$ cat src/rtl/rv_decode_pkg.sv
// Shared encodings and the decoded-instruction bundle for the RV32I decode stage.
package rv_decode_pkg;

  localparam logic [6:0] OpLoad    = 7'b0000011;
  localparam logic [6:0] OpMiscMem = 7'b0001111;
  localparam logic [6:0] OpImm     = 7'b0010011;
  localparam logic [6:0] OpAuipc   = 7'b0010111;
  localparam logic [6:0] OpStore   = 7'b0100011;
  localparam logic [6:0] OpReg     = 7'b0110011;
  localparam logic [6:0] OpLui     = 7'b0110111;
  localparam logic [6:0] OpBranch  = 7'b1100011;
  localparam logic [6:0] OpJalr    = 7'b1100111;
  localparam logic [6:0] OpJal     = 7'b1101111;
  localparam logic [6:0] OpSystem  = 7'b1110011;

  // ResMdCsr is shared; md_op[3] tells the mul/div unit apart from the CSR file.
  localparam logic [1:0] ResAlu = 2'b00, ResMem = 2'b01, ResPcP4 = 2'b10, ResMdCsr = 2'b11;

  localparam logic [2:0] AluAdd = 3'd0, AluSub = 3'd1, AluSll = 3'd2, AluSrl = 3'd3,
                         AluSra = 3'd4, AluXor = 3'd5, AluOr  = 3'd6, AluAnd = 3'd7;
  localparam logic [2:0] CmpNone = 3'd0, CmpEq = 3'd1, CmpNe  = 3'd2, CmpLt = 3'd3,
                         CmpGe   = 3'd4, CmpLtu = 3'd5, CmpGeu = 3'd6;

  localparam logic [1:0] Op1Rs1 = 2'd0, Op1Pc = 2'd1, Op1Zero = 2'd2;
  localparam logic       Op2Rs2 = 1'b0, Op2Imm = 1'b1;

  typedef enum logic [1:0] {
    ExcNone    = 2'b00,
    ExcEcall   = 2'b01,
    ExcEbreak  = 2'b10,
    ExcIllegal = 2'b11
  } exc_e;

  typedef struct packed {
    logic [4:0]  rs1;
    logic [4:0]  rs2;
    logic [4:0]  rd;
    logic [29:0] pc;
    logic [29:0] pc_p4;
    logic [31:0] imm;
    logic        reg_write;
    logic        mem_read;
    logic        mem_write;
    logic        jump;
    logic        branch;
    logic        pc_sel;
    logic [1:0]  res_src;
    logic [1:0]  alu_op1_sel;
    logic        alu_op2_sel;
    logic [2:0]  funct3;
    logic [5:0]  alu_ctrl;
    logic [3:0]  md_op;
    logic [2:0]  csr_op;
    exc_e        exc;
  } dec_bundle_t;

  // alt selects SUB/SRA; set-less-than runs as a subtract with a compare.
  function automatic logic [5:0] alu_ctrl_of(input logic [2:0] funct3, input logic alt);
    logic [5:0] ctrl;
    case (funct3)
      3'b000:  ctrl = {CmpNone, alt ? AluSub : AluAdd};
      3'b001:  ctrl = {CmpNone, AluSll};
      3'b010:  ctrl = {CmpLt, AluSub};
      3'b011:  ctrl = {CmpLtu, AluSub};
      3'b100:  ctrl = {CmpNone, AluXor};
      3'b101:  ctrl = {CmpNone, alt ? AluSra : AluSrl};
      3'b110:  ctrl = {CmpNone, AluOr};
      default: ctrl = {CmpNone, AluAnd};
    endcase
    return ctrl;
  endfunction

  function automatic logic [2:0] branch_cmp(input logic [2:0] funct3);
    logic [2:0] cmp;
    case (funct3)
      3'b000:  cmp = CmpEq;
      3'b001:  cmp = CmpNe;
      3'b100:  cmp = CmpLt;
      3'b101:  cmp = CmpGe;
      3'b110:  cmp = CmpLtu;
      default: cmp = CmpGeu;
    endcase
    return cmp;
  endfunction

endpackage

$ cat src/rtl/rv_decode_pipe_if.sv
// Fetch-side and execute-side handshakes of the decode stage in one bundle.
interface rv_decode_pipe_if;
  import rv_decode_pkg::*;

  logic        valid;
  logic        ready;
  logic        flush;
  logic [31:0] data;
  logic [29:0] pc;
  logic [29:0] pc_p4;
  logic        dec_valid;
  logic        dec_ready;
  dec_bundle_t dec;
  logic        inv_instr;

  modport master (
    output valid, flush, data, pc, pc_p4, dec_ready,
    input  ready, dec_valid, dec, inv_instr
  );

  modport slave (
    input  valid, flush, data, pc, pc_p4, dec_ready,
    output ready, dec_valid, dec, inv_instr
  );
endinterface

$ cat src/rtl/rv_decode_comb.sv
// Pure combinational RV32I decoder with optional M, Zicsr/SYSTEM and FENCE support.
module rv_decode_comb
  import rv_decode_pkg::*;
#(
  parameter bit EN_M     = 1'b0,
  parameter bit EN_ZICSR = 1'b0,
  parameter bit EN_FENCE = 1'b1
) (
  input  logic [31:0] data,
  input  logic [29:0] pc,
  input  logic [29:0] pc_p4,
  output dec_bundle_t dec
);

  logic [6:0]  opcode;
  logic [2:0]  f3;
  logic [6:0]  f7;
  logic [31:0] imm_i, imm_s, imm_b, imm_u, imm_j;
  logic        illegal;

  assign opcode = data[6:0];
  assign f3     = data[14:12];
  assign f7     = data[31:25];
  assign imm_i  = {{20{data[31]}}, data[31:20]};
  assign imm_s  = {{20{data[31]}}, data[31:25], data[11:7]};
  assign imm_b  = {{19{data[31]}}, data[31], data[7], data[30:25], data[11:8], 1'b0};
  assign imm_u  = {data[31:12], 12'b0};
  assign imm_j  = {{11{data[31]}}, data[31], data[19:12], data[20], data[30:21], 1'b0};

  always_comb begin
    illegal         = 1'b0;
    dec             = '0;
    dec.rs1         = data[19:15];
    dec.rs2         = data[24:20];
    dec.rd          = data[11:7];
    dec.pc          = pc;
    dec.pc_p4       = pc_p4;
    dec.funct3      = f3;
    dec.res_src     = ResAlu;
    dec.alu_op1_sel = Op1Rs1;
    dec.alu_op2_sel = Op2Rs2;
    dec.alu_ctrl    = {CmpNone, AluAdd};
    dec.exc         = ExcNone;

    case (opcode)
      OpLui: begin
        dec.reg_write   = 1'b1;
        dec.alu_op1_sel = Op1Zero;
        dec.alu_op2_sel = Op2Imm;
        dec.imm         = imm_u;
      end
      OpAuipc: begin
        dec.reg_write   = 1'b1;
        dec.alu_op1_sel = Op1Pc;
        dec.alu_op2_sel = Op2Imm;
        dec.imm         = imm_u;
      end
      OpJal: begin
        dec.jump        = 1'b1;
        dec.reg_write   = 1'b1;
        dec.res_src     = ResPcP4;
        dec.alu_op1_sel = Op1Pc;
        dec.alu_op2_sel = Op2Imm;
        dec.imm         = imm_j;
      end
      OpJalr: begin
        illegal         = f3 != 3'b000;
        dec.jump        = 1'b1;
        dec.pc_sel      = 1'b1;
        dec.reg_write   = 1'b1;
        dec.res_src     = ResPcP4;
        dec.alu_op2_sel = Op2Imm;
        dec.imm         = imm_i;
      end
      OpBranch: begin
        illegal      = f3[2:1] == 2'b01;
        dec.branch   = 1'b1;
        dec.imm      = imm_b;
        dec.alu_ctrl = {branch_cmp(f3), AluSub};
      end
      OpLoad: begin
        illegal         = f3 == 3'b011 || f3[2:1] == 2'b11;
        dec.mem_read    = 1'b1;
        dec.reg_write   = 1'b1;
        dec.res_src     = ResMem;
        dec.alu_op2_sel = Op2Imm;
        dec.imm         = imm_i;
      end
      OpStore: begin
        illegal         = f3[2] || f3 == 3'b011;
        dec.mem_write   = 1'b1;
        dec.alu_op2_sel = Op2Imm;
        dec.imm         = imm_s;
      end
      OpImm: begin
        dec.reg_write   = 1'b1;
        dec.alu_op2_sel = Op2Imm;
        dec.imm         = imm_i;
        dec.alu_ctrl    = alu_ctrl_of(f3, f3 == 3'b101 && f7[5]);
        if (f3 == 3'b001) illegal = f7 != 7'b0000000;
        else if (f3 == 3'b101) illegal = f7 != 7'b0000000 && f7 != 7'b0100000;
      end
      OpReg: begin
        dec.reg_write = 1'b1;
        if (f7 == 7'b0000000) begin
          dec.alu_ctrl = alu_ctrl_of(f3, 1'b0);
        end else if (f7 == 7'b0100000 && (f3 == 3'b000 || f3 == 3'b101)) begin
          dec.alu_ctrl = alu_ctrl_of(f3, 1'b1);
        end else if (f7 == 7'b0000001 && EN_M) begin
          dec.md_op   = {1'b1, f3};
          dec.res_src = ResMdCsr;
        end else begin
          illegal = 1'b1;
        end
      end
      OpMiscMem: begin
        // FENCE/FENCE.I retire as NOPs on this in-order core.
        illegal = !EN_FENCE || f3[2:1] != 2'b00;
      end
      OpSystem: begin
        if (!EN_ZICSR) begin
          illegal = 1'b1;
        end else if (f3 == 3'b000) begin
          if (data == 32'h0000_0073) dec.exc = ExcEcall;
          else if (data == 32'h0010_0073) dec.exc = ExcEbreak;
          else illegal = 1'b1;
        end else if (f3 == 3'b100) begin
          illegal = 1'b1;
        end else begin
          dec.csr_op    = f3;
          dec.imm       = {20'b0, data[31:20]};
          dec.reg_write = data[11:7] != 5'd0;
          dec.res_src   = ResMdCsr;
        end
      end
      default: illegal = 1'b1;
    endcase

    // Illegal instructions still flow so execute can trap precisely, but must not side-effect.
    if (illegal) begin
      dec.exc       = ExcIllegal;
      dec.imm       = '0;
      dec.reg_write = 1'b0;
      dec.mem_read  = 1'b0;
      dec.mem_write = 1'b0;
      dec.jump      = 1'b0;
      dec.branch    = 1'b0;
      dec.md_op     = '0;
      dec.csr_op    = '0;
    end
  end

endmodule

$ cat src/rtl/rv_decode_pipe.sv
// Registered decode stage: one output register plus an optional skid entry for a
// registered ready towards fetch.
module rv_decode_pipe
  import rv_decode_pkg::*;
#(
  parameter bit EN_M     = 1'b0,
  parameter bit EN_ZICSR = 1'b0,
  parameter bit EN_FENCE = 1'b1,
  parameter bit SKID     = 1'b1
) (
  input logic             clk,
  input logic             rst,
  rv_decode_pipe_if.slave bus
);

  dec_bundle_t dec;
  dec_bundle_t out_q, out_d, skid_q, skid_d;
  logic        out_valid_q, out_valid_d, skid_valid_q, skid_valid_d;
  logic        accept, handoff;

  rv_decode_comb #(
    .EN_M    (EN_M),
    .EN_ZICSR(EN_ZICSR),
    .EN_FENCE(EN_FENCE)
  ) u_comb (
    .data (bus.data),
    .pc   (bus.pc),
    .pc_p4(bus.pc_p4),
    .dec  (dec)
  );

  if (SKID) begin : g_skid
    assign bus.ready = !skid_valid_q;
  end else begin : g_no_skid
    assign bus.ready = !out_valid_q || bus.dec_ready;
  end

  assign accept        = bus.valid && bus.ready;
  assign handoff       = out_valid_q && bus.dec_ready;
  assign bus.dec_valid = out_valid_q;
  assign bus.dec       = out_q;
  assign bus.inv_instr = out_q.exc == ExcIllegal;

  always_comb begin
    out_d        = out_q;
    out_valid_d  = out_valid_q;
    skid_d       = skid_q;
    skid_valid_d = skid_valid_q;
    if (bus.flush) begin
      out_valid_d  = 1'b0;
      skid_valid_d = 1'b0;
    end else if (handoff || !out_valid_q) begin
      // A full skid always drains first; ready is low then, so nothing new can arrive.
      if (skid_valid_q) begin
        out_d        = skid_q;
        out_valid_d  = 1'b1;
        skid_valid_d = 1'b0;
      end else if (accept) begin
        out_d       = dec;
        out_valid_d = 1'b1;
      end else begin
        out_valid_d = 1'b0;
      end
    end else if (accept && SKID) begin
      skid_d       = dec;
      skid_valid_d = 1'b1;
    end
  end

  always_ff @(posedge clk or posedge rst) begin
    if (rst) begin
      out_q        <= '0;
      out_valid_q  <= 1'b0;
      skid_q       <= '0;
      skid_valid_q <= 1'b0;
    end else begin
      out_q        <= out_d;
      out_valid_q  <= out_valid_d;
      skid_q       <= skid_d;
      skid_valid_q <= skid_valid_d;
    end
  end

endmodule
$ cat src/flat_wrapper.sv
// flat-port wrapper written by rule: the top's interface ports become plain ports
module rv_decode_pipe_flat import rv_decode_pkg::*;
#(
  parameter bit EN_M     = 1'b0,
  parameter bit EN_ZICSR = 1'b0,
  parameter bit EN_FENCE = 1'b1,
  parameter bit SKID     = 1'b1
)
  (clk, rst, bus_valid, bus_flush, bus_data, bus_pc, bus_pc_p4, bus_dec_ready, bus_ready, bus_dec_valid, bus_dec, bus_inv_instr);
  rv_decode_pipe_if bus_i ();
  input logic clk;
  input logic rst;
  input wire logic [$bits(bus_i.valid)-1:0] bus_valid;
  input wire logic [$bits(bus_i.flush)-1:0] bus_flush;
  input wire logic [$bits(bus_i.data)-1:0] bus_data;
  input wire logic [$bits(bus_i.pc)-1:0] bus_pc;
  input wire logic [$bits(bus_i.pc_p4)-1:0] bus_pc_p4;
  input wire logic [$bits(bus_i.dec_ready)-1:0] bus_dec_ready;
  output wire logic [$bits(bus_i.ready)-1:0] bus_ready;
  output wire logic [$bits(bus_i.dec_valid)-1:0] bus_dec_valid;
  output wire logic [$bits(bus_i.dec)-1:0] bus_dec;
  output wire logic [$bits(bus_i.inv_instr)-1:0] bus_inv_instr;
  assign bus_i.valid = bus_valid;
  assign bus_i.flush = bus_flush;
  assign bus_i.data = bus_data;
  assign bus_i.pc = bus_pc;
  assign bus_i.pc_p4 = bus_pc_p4;
  assign bus_i.dec_ready = bus_dec_ready;
  assign bus_ready = bus_i.ready;
  assign bus_dec_valid = bus_i.dec_valid;
  assign bus_dec = bus_i.dec;
  assign bus_inv_instr = bus_i.inv_instr;
  rv_decode_pipe #(.EN_M(EN_M), .EN_ZICSR(EN_ZICSR), .EN_FENCE(EN_FENCE), .SKID(SKID)) u_core (.clk(clk), .rst(rst), .bus(bus_i));
endmodule
$ cat config.mk
export PLATFORM = sky130hd
export DESIGN_NAME = rv_decode_pipe_flat
export DESIGN_NICKNAME = d
export VERILOG_FILES = /design/src/rtl/rv_decode_pkg.sv /design/src/rtl/rv_decode_pipe_if.sv /design/src/rtl/rv_decode_comb.sv /design/src/rtl/rv_decode_pipe.sv /design/src/flat_wrapper.sv
export SDC_FILE = /design/constraint.sdc
export NUM_CORES = 1
export LEC_CHECK = 0
export BUFFER_PORTS_ARGS = -buffer_cell sky130_fd_sc_hd__buf_2
export CORE_MARGIN = 8
export CORE_UTILIZATION = 50
export CTS_CLUSTER_SIZE = 25
export DETAILED_ROUTE_END_ITERATION = 8
export GPL_ROUTABILITY_DRIVEN = 0
export PLACE_DENSITY = 0.82
export SLEW_MARGIN = 25
export SYNTH_ARGS = -nofsm -noshare
export SYNTH_HDL_FRONTEND = slang
export SYNTH_SLANG_ARGS = --single-unit
export TNS_END_PERCENT = 50
$ cat constraint.sdc
create_clock -name clk -period 8.74 [get_ports clk]
set_input_delay 1.748 -clock clk [delete_from_list [all_inputs] [get_ports clk]]
set_output_delay 1.748 -clock clk [all_outputs]
set_load 0.02 [all_outputs]
# Word level (Yosys, flattened, before mapping)
# Index checks and enable logic that the tools add are counted.
[word_totals] reg_bits=274 inputBits=97 output_inout_bits=139 word_cells=128
[op_classes] eq_ne=21 muxes=35 bitwise=2 n_reduce_logical=28
[op_table] op="$mux 136" n=2
[op_table] op="$pmux 32 s5" n=1
[op_table] op="$pmux 6 s7" n=3
[op_table] op="$mux 37" n=1
[op_table] op="$eq 7x6->1 const B" n=4
[op_table] op="$eq 7x7->1 const B" n=3
[op_table] op="$mux 1" n=19
[op_table] op="$pmux 6 s3" n=1
[op_table] op="$pmux 3 s5" n=1
[op_table] op="$eq 7x5->1 const B" n=2
[op_table] op="$reduce_or 7->1" n=2
[op_table] op="$mux 6" n=2
[op_table] op="$eq 3x3->1 const B" n=3
[op_table] op="$pmux 1 s8" n=1
[op_table] op="$pmux 2 s2" n=2
[op_table] op="$eq 7x2->1 const B" n=1
[op_table] op="$eq 7x4->1 const B" n=1
[op_table] op="$logic_not 7->1" n=1
[op_table] op="$ne 7x6->1 const B" n=1
[op_table] op="$reduce_bool 7->1" n=1
[op_table] op="$eq 3x2->1 const B" n=2
[op_table] op="$reduce_and 3->1" n=2
[op_table] op="$reduce_bool 2->1" n=3
[op_table] op="$reduce_bool 3->1" n=2
[op_table] op="other kinds (12)" n=25

# Depth between registers and ports, before layout
[depth] ltp_word=9 mapped_depth=11 depth_no_buf=8

# Modules after synthesis
# Synthesis repeated with hierarchy kept, for this count alone.
[hier_totals] cells_unflattened=1016 area_unflattened_um2=13910.8
[by_module_without_submodules] mod="rv_decode_pipe" instances=1 cells_per_inst=738 area_each_um2=12110.4 seq_area_each_um2=6856.6
[by_module_without_submodules] mod="rv_decode_comb" instances=1 cells_per_inst=278 area_each_um2=1800.5 seq_area_each_um2=0.0

# Least setup slack after synthesis
# OpenSTA, ideal clock, no wires.
[synth_path] kind="input to register" startpoint="input bus_data[14]" endpoint="register u_core.skid_q[48] (netlist bit)" setup_time_ns=0.096 arrival_ns=3.644 t_required_ns=8.644 setup_slack_ns=5.000 stages=11 n_path_buf=3 path_cell_list="buf_2 inv_1 ha_1 mux2_2 a222oi_1 nor3_1 nor3_2 nand3_1 buf_4 buf_6 o31ai_1"
[synth_between] elab_chain_cells=7 word_cells_on_any_way=18 cone_classes="5 x eq/ne; 6 x mux; 7 x reduce/logical"
[synth_rtl] item="from (decl)" line="flat_wrapper.sv:15" source="input wire logic [$bits(bus_i.data)-1:0] bus_data;"
[synth_rtl] item="$eq 3x3->1 / $logic_not 3->1 (equally long branches)" line="rv_decode_comb.sv:101, rv_decode_comb.sv:107"
[synth_rtl] item="$logic_or 1x1->1" line="rv_decode_comb.sv:107" source="end else if (f7 == 7'b0100000 && (f3 == 3'b000 || f3 == 3'b101)) begin"
[synth_rtl] item="$logic_and 1x1->1" line="rv_decode_comb.sv:107"
[synth_rtl] item="$mux 1" line="rv_decode_comb.sv:107"
[synth_rtl] item="$mux 1" line="rv_decode_comb.sv:105" source="if (f7 == 7'b0000000) begin"
[synth_rtl] item="$pmux 1 s8 *" line="rv_decode_comb.sv:45" source="case (opcode)"
[synth_rtl] item="$mux 37 *" line="rv_decode_comb.sv:140" source="if (illegal) begin"
[synth_rtl] item="to (signal assigned)" line="rv_decode_pipe.sv:79" source="skid_q <= skid_d;"
[synth_rtl] item="to (decl)" line="rv_decode_pipe.sv:17" source="dec_bundle_t out_q, out_d, skid_q, skid_d;"
# Mark *: on every way between the ends. The rest lies on a longest branch, timed or not.
# A chain may end at the register's enable or synchronous reset.

# Worst setup path after layout
[layout_path] startpoint="input bus_data[3]" endpoint="register u_core.skid_q[59] (netlist bit)"
[layout_between] elab_chain_cells=4 word_cells_on_any_way=16 cone_classes="10 x eq/ne; 3 x mux; 3 x reduce/logical"
[layout_rtl] item="$eq 7x7->1 (tied with other cells)" line="rv_decode_comb.sv:45"
[layout_rtl] item="$reduce_or 3->1 (no source line) / $reduce_or 2->1 (equally long branches)"
[layout_rtl] item="$pmux 1 s8 / $pmux 32 s5 (equally long branches)" line="rv_decode_comb.sv:45"
[layout_rtl] item="$mux 37 *" line="rv_decode_comb.sv:140"
# Marks and branches as above.

==> flow_summary.ini <==
[outcome]
outcome = finished, final reports clean

[clock_network]
numCtsBuffers = 28
cts_max_path_buffers = 3
clk_pin_slew_ns = 0.06
postCtsSetupBuffers = 0
cts_tree = built
hold_buffers = 0
post_cts_resized = 0
htreeDepth = 1
clkSinkCount = 258
worstSkewPairLatency_ns = 0.53
cts_root_buffer = clkbuf_16

[critical_path]
worstSetupEndpointType = register
cp_max_fo = 74
crit_path_start_kind = primary input
cp.required_ns = 9.11
critPathKind = in -> reg
arrival_ns = 4.23

[global_routing]
grt_pass1_vias = 9667
globalRoute.totalOverflow = 0
grt_max_degree = 157
antenna_found_initial = 1
grt_pass1_wl_um = 51000
track_usage = 0.216

[power]
p_total_mw = 3.04
vdd_drop_max_mv = 0.140
power.density_nw_per_um2 = 218
p_leak_nw = 6.86

[timing]
finalHoldViolCount = 0
fmax_ghz = 0.259
slew_viol_final = 0
tns_ns = 0
fin_crit_ns = 3.86
relSlewSlack = 0.342
tightest_slew_ns = 0.987
rsz0062_at_grt = no
clock_skew_ns = 0.0147
fin_crit_sh = 0.441
setup_viol = 0
timing.hold.ws_ns = 0.468

[synth]
synth_edf_count = 0
synthFlopType = dfrtp_1
yosysUniqueCellTypes = 54
yosysWarnings = 0
synth-seq-cells = 258
synthTopCellsByArea = dfrtp_1 (55%), nand2_1 (12%), mux2i_1 (6.7%), o21ai_0 (4.9%), a21oi_1 (3.1%)
ys_seq_area_frac = 0.548
async_flop_share = 1.00
synth.most_common_cell = nand2_1
yosysTopAreaCell = dfrtp_1
syn_area_um2 = 11800
synth_common_cells = nand2_1 (392), dfrtp_1 (258), o21ai_0 (115), clkbuf_1 (81), mux2i_1 (79)
synth_top_area_share = 0.548
avgSynthCellArea_um2 = 9.40
syn_inst = 1253

[drt]
via_count = 9712
drtPass1Iterations = 7
vias_per_cell = 5.51
wl_per_cell_um = 17.9
drc = 0
drt_iter0_drc = 945
routed_wl_um = 31500
drt.antenna.violating_nets = 0

[placement]
place.detailed.hpwl_um = 20700
placed_area_um2 = 13000
port_buffers = 228

[floorplan]
die_w_um = 170
die_h_um = 170
start_util = 0.505
ioPinCount = 236
rows = 56
die-area_um2 = 28700
coreArea_um2 = 23300

[cells_and_area]
drive_above_1_share = 0.221
nNetsFinal = 1522
fin_area_um2 = 14000
syn_to_final_growth_pct = 18.5

[job]
max_cap_viol_count = 0

[hold_path]
hp-class = reg -> reg
[path summary, 6_finish.rpt]
check                                                 from                         endpoint  slack [ns]  cells after the start
max reg2reg                u_core.skid_valid_q$_DFFE_PP0P_   u_core.bus.dec[36]$_DFFE_PP0P_        5.28                      7
min                          u_core.skid_q[48]$_DFFE_PP0P_    u_core.skid_q[48]$_DFFE_PP0P_        0.47                      2
max in group asynchronous                              rst  u_core.skid_valid_q$_DFFE_PP0P_        6.14                      4
min reg2reg                  u_core.skid_q[48]$_DFFE_PP0P_    u_core.skid_q[48]$_DFFE_PP0P_        0.47                      2
min in group asynchronous                              rst    u_core.skid_q[41]$_DFFE_PP0P_        1.15                      2
max                                            bus_data[3]    u_core.skid_q[59]$_DFFE_PP0P_        4.88                      7
[metrics by stage]
| step | utilization | setup WS, ns | std cells |
|---|---|---|---|
| after CTS | 0.596 | 4.92 | 1759 |
| after floorplan | - | 3.59 | 1259 |
| after detailed placement | 0.556 | 4.37 | 1709 |
| final | 0.599 | 4.88 | 1762 |
| after global routing | 0.599 | 4.70 | 1762 |
| after global placement | 0.556 | 4.51 | 1709 |
[critical path, stage by stage]
cell and delay [ns]:
buf_2 0.16, nand4bb_1 0.35, nor3b_1 0.69, o211ai_2 0.25, nand3_2 0.12, buf_4 0.64
o31ai_1 0.20
[state kept, by name, summed over array words and instances (netlist names)]
name	count
u_core.skid_valid_q	1
u_core.bus.dec	128
u_core.bus.dec_valid	1
u_core.skid_q	128
[cell families (layout without fill, tap and decap cells)]
| family | Yosys count | count (layout) | share of synthesized area |
|---|---|---|---|
| other | 1 | 8 | 0.000318 |
| multiplexers | 83 | 83 | 0.0709 |
| AND/OR/NAND/NOR | 508 | 508 | 0.183 |
| flip-flops | 258 | 258 | 0.548 |
| XOR/XNOR | 2 | 2 | 0.00149 |
| AO/OA/AOI/OAI | 282 | 282 | 0.149 |
| buffers and inverters | 116 | 299 | 0.0444 |
| adder cells (fa/ha/maj) | 3 | 3 | 0.00319 |
[metal layers]
layer | GRT usage | part of all wire
met1 | 0.272 | 0.41
met2 | 0.359 | 0.49
met3 | 0.0419 | 0.067
met4 | 0.0923 | 0.036
met5 | 0 | 0
[layout by cell type, fill, tap and decap left out, types with 3 or more instances in the layout]
| cell type | n |
|---|---|
| o31ai_1 | 48 |
| nor2_1 | 22 |
| nand3_1 | 11 |
| clkinv_2 | 7 |
| nor3_1 | 12 |
| buf_4 | 9 |
| clkbuf_1 | 5 |
| conb_1 | 7 |
| o41ai_1 | 4 |
| ha_1 | 3 |
| a31oi_1 | 3 |
| buf_2 | 228 |
| clkbuf_16 | 29 |
| nand2b_1 | 7 |
| o31ai_2 | 14 |
| mux2i_1 | 79 |
| and2_1 | 3 |
| a21oi_1 | 72 |
| nor2b_1 | 5 |
| inv_1 | 6 |
| o21ai_0 | 115 |
| and3_1 | 38 |
| mux2_2 | 4 |
| a221oi_1 | 4 |
| nand2_1 | 389 |
| a22oi_1 | 5 |
| o211ai_1 | 3 |
| clkbuf_8 | 5 |
| dfrtp_1 | 257 |
[layout make-up]
| cell class | count | area, µm² |
|---|---|---|
| fill | 2011 | 9370 |
| sequential | 258 | 6460 |
| multi-input combinational | 885 | 4860 |
| timing repair buffer | 241 | 1290 |
| clock buffer | 39 | 813 |
| tap | 319 | 399 |
| clock inverter | 11 | 111 |
| inverter | 8 | 33.8 |
| antenna | 1 | 2.50 |
[power by group]
part	internal (mW)	switching [mW]	leakage (nW)
registers	1.34	0.0794	3.36
logic	0.143	0.297	3.04
clock network	0.705	0.472	0.459
total	2.19	0.848	6.86
No activity file was read; power rests on OpenSTA's default activity.
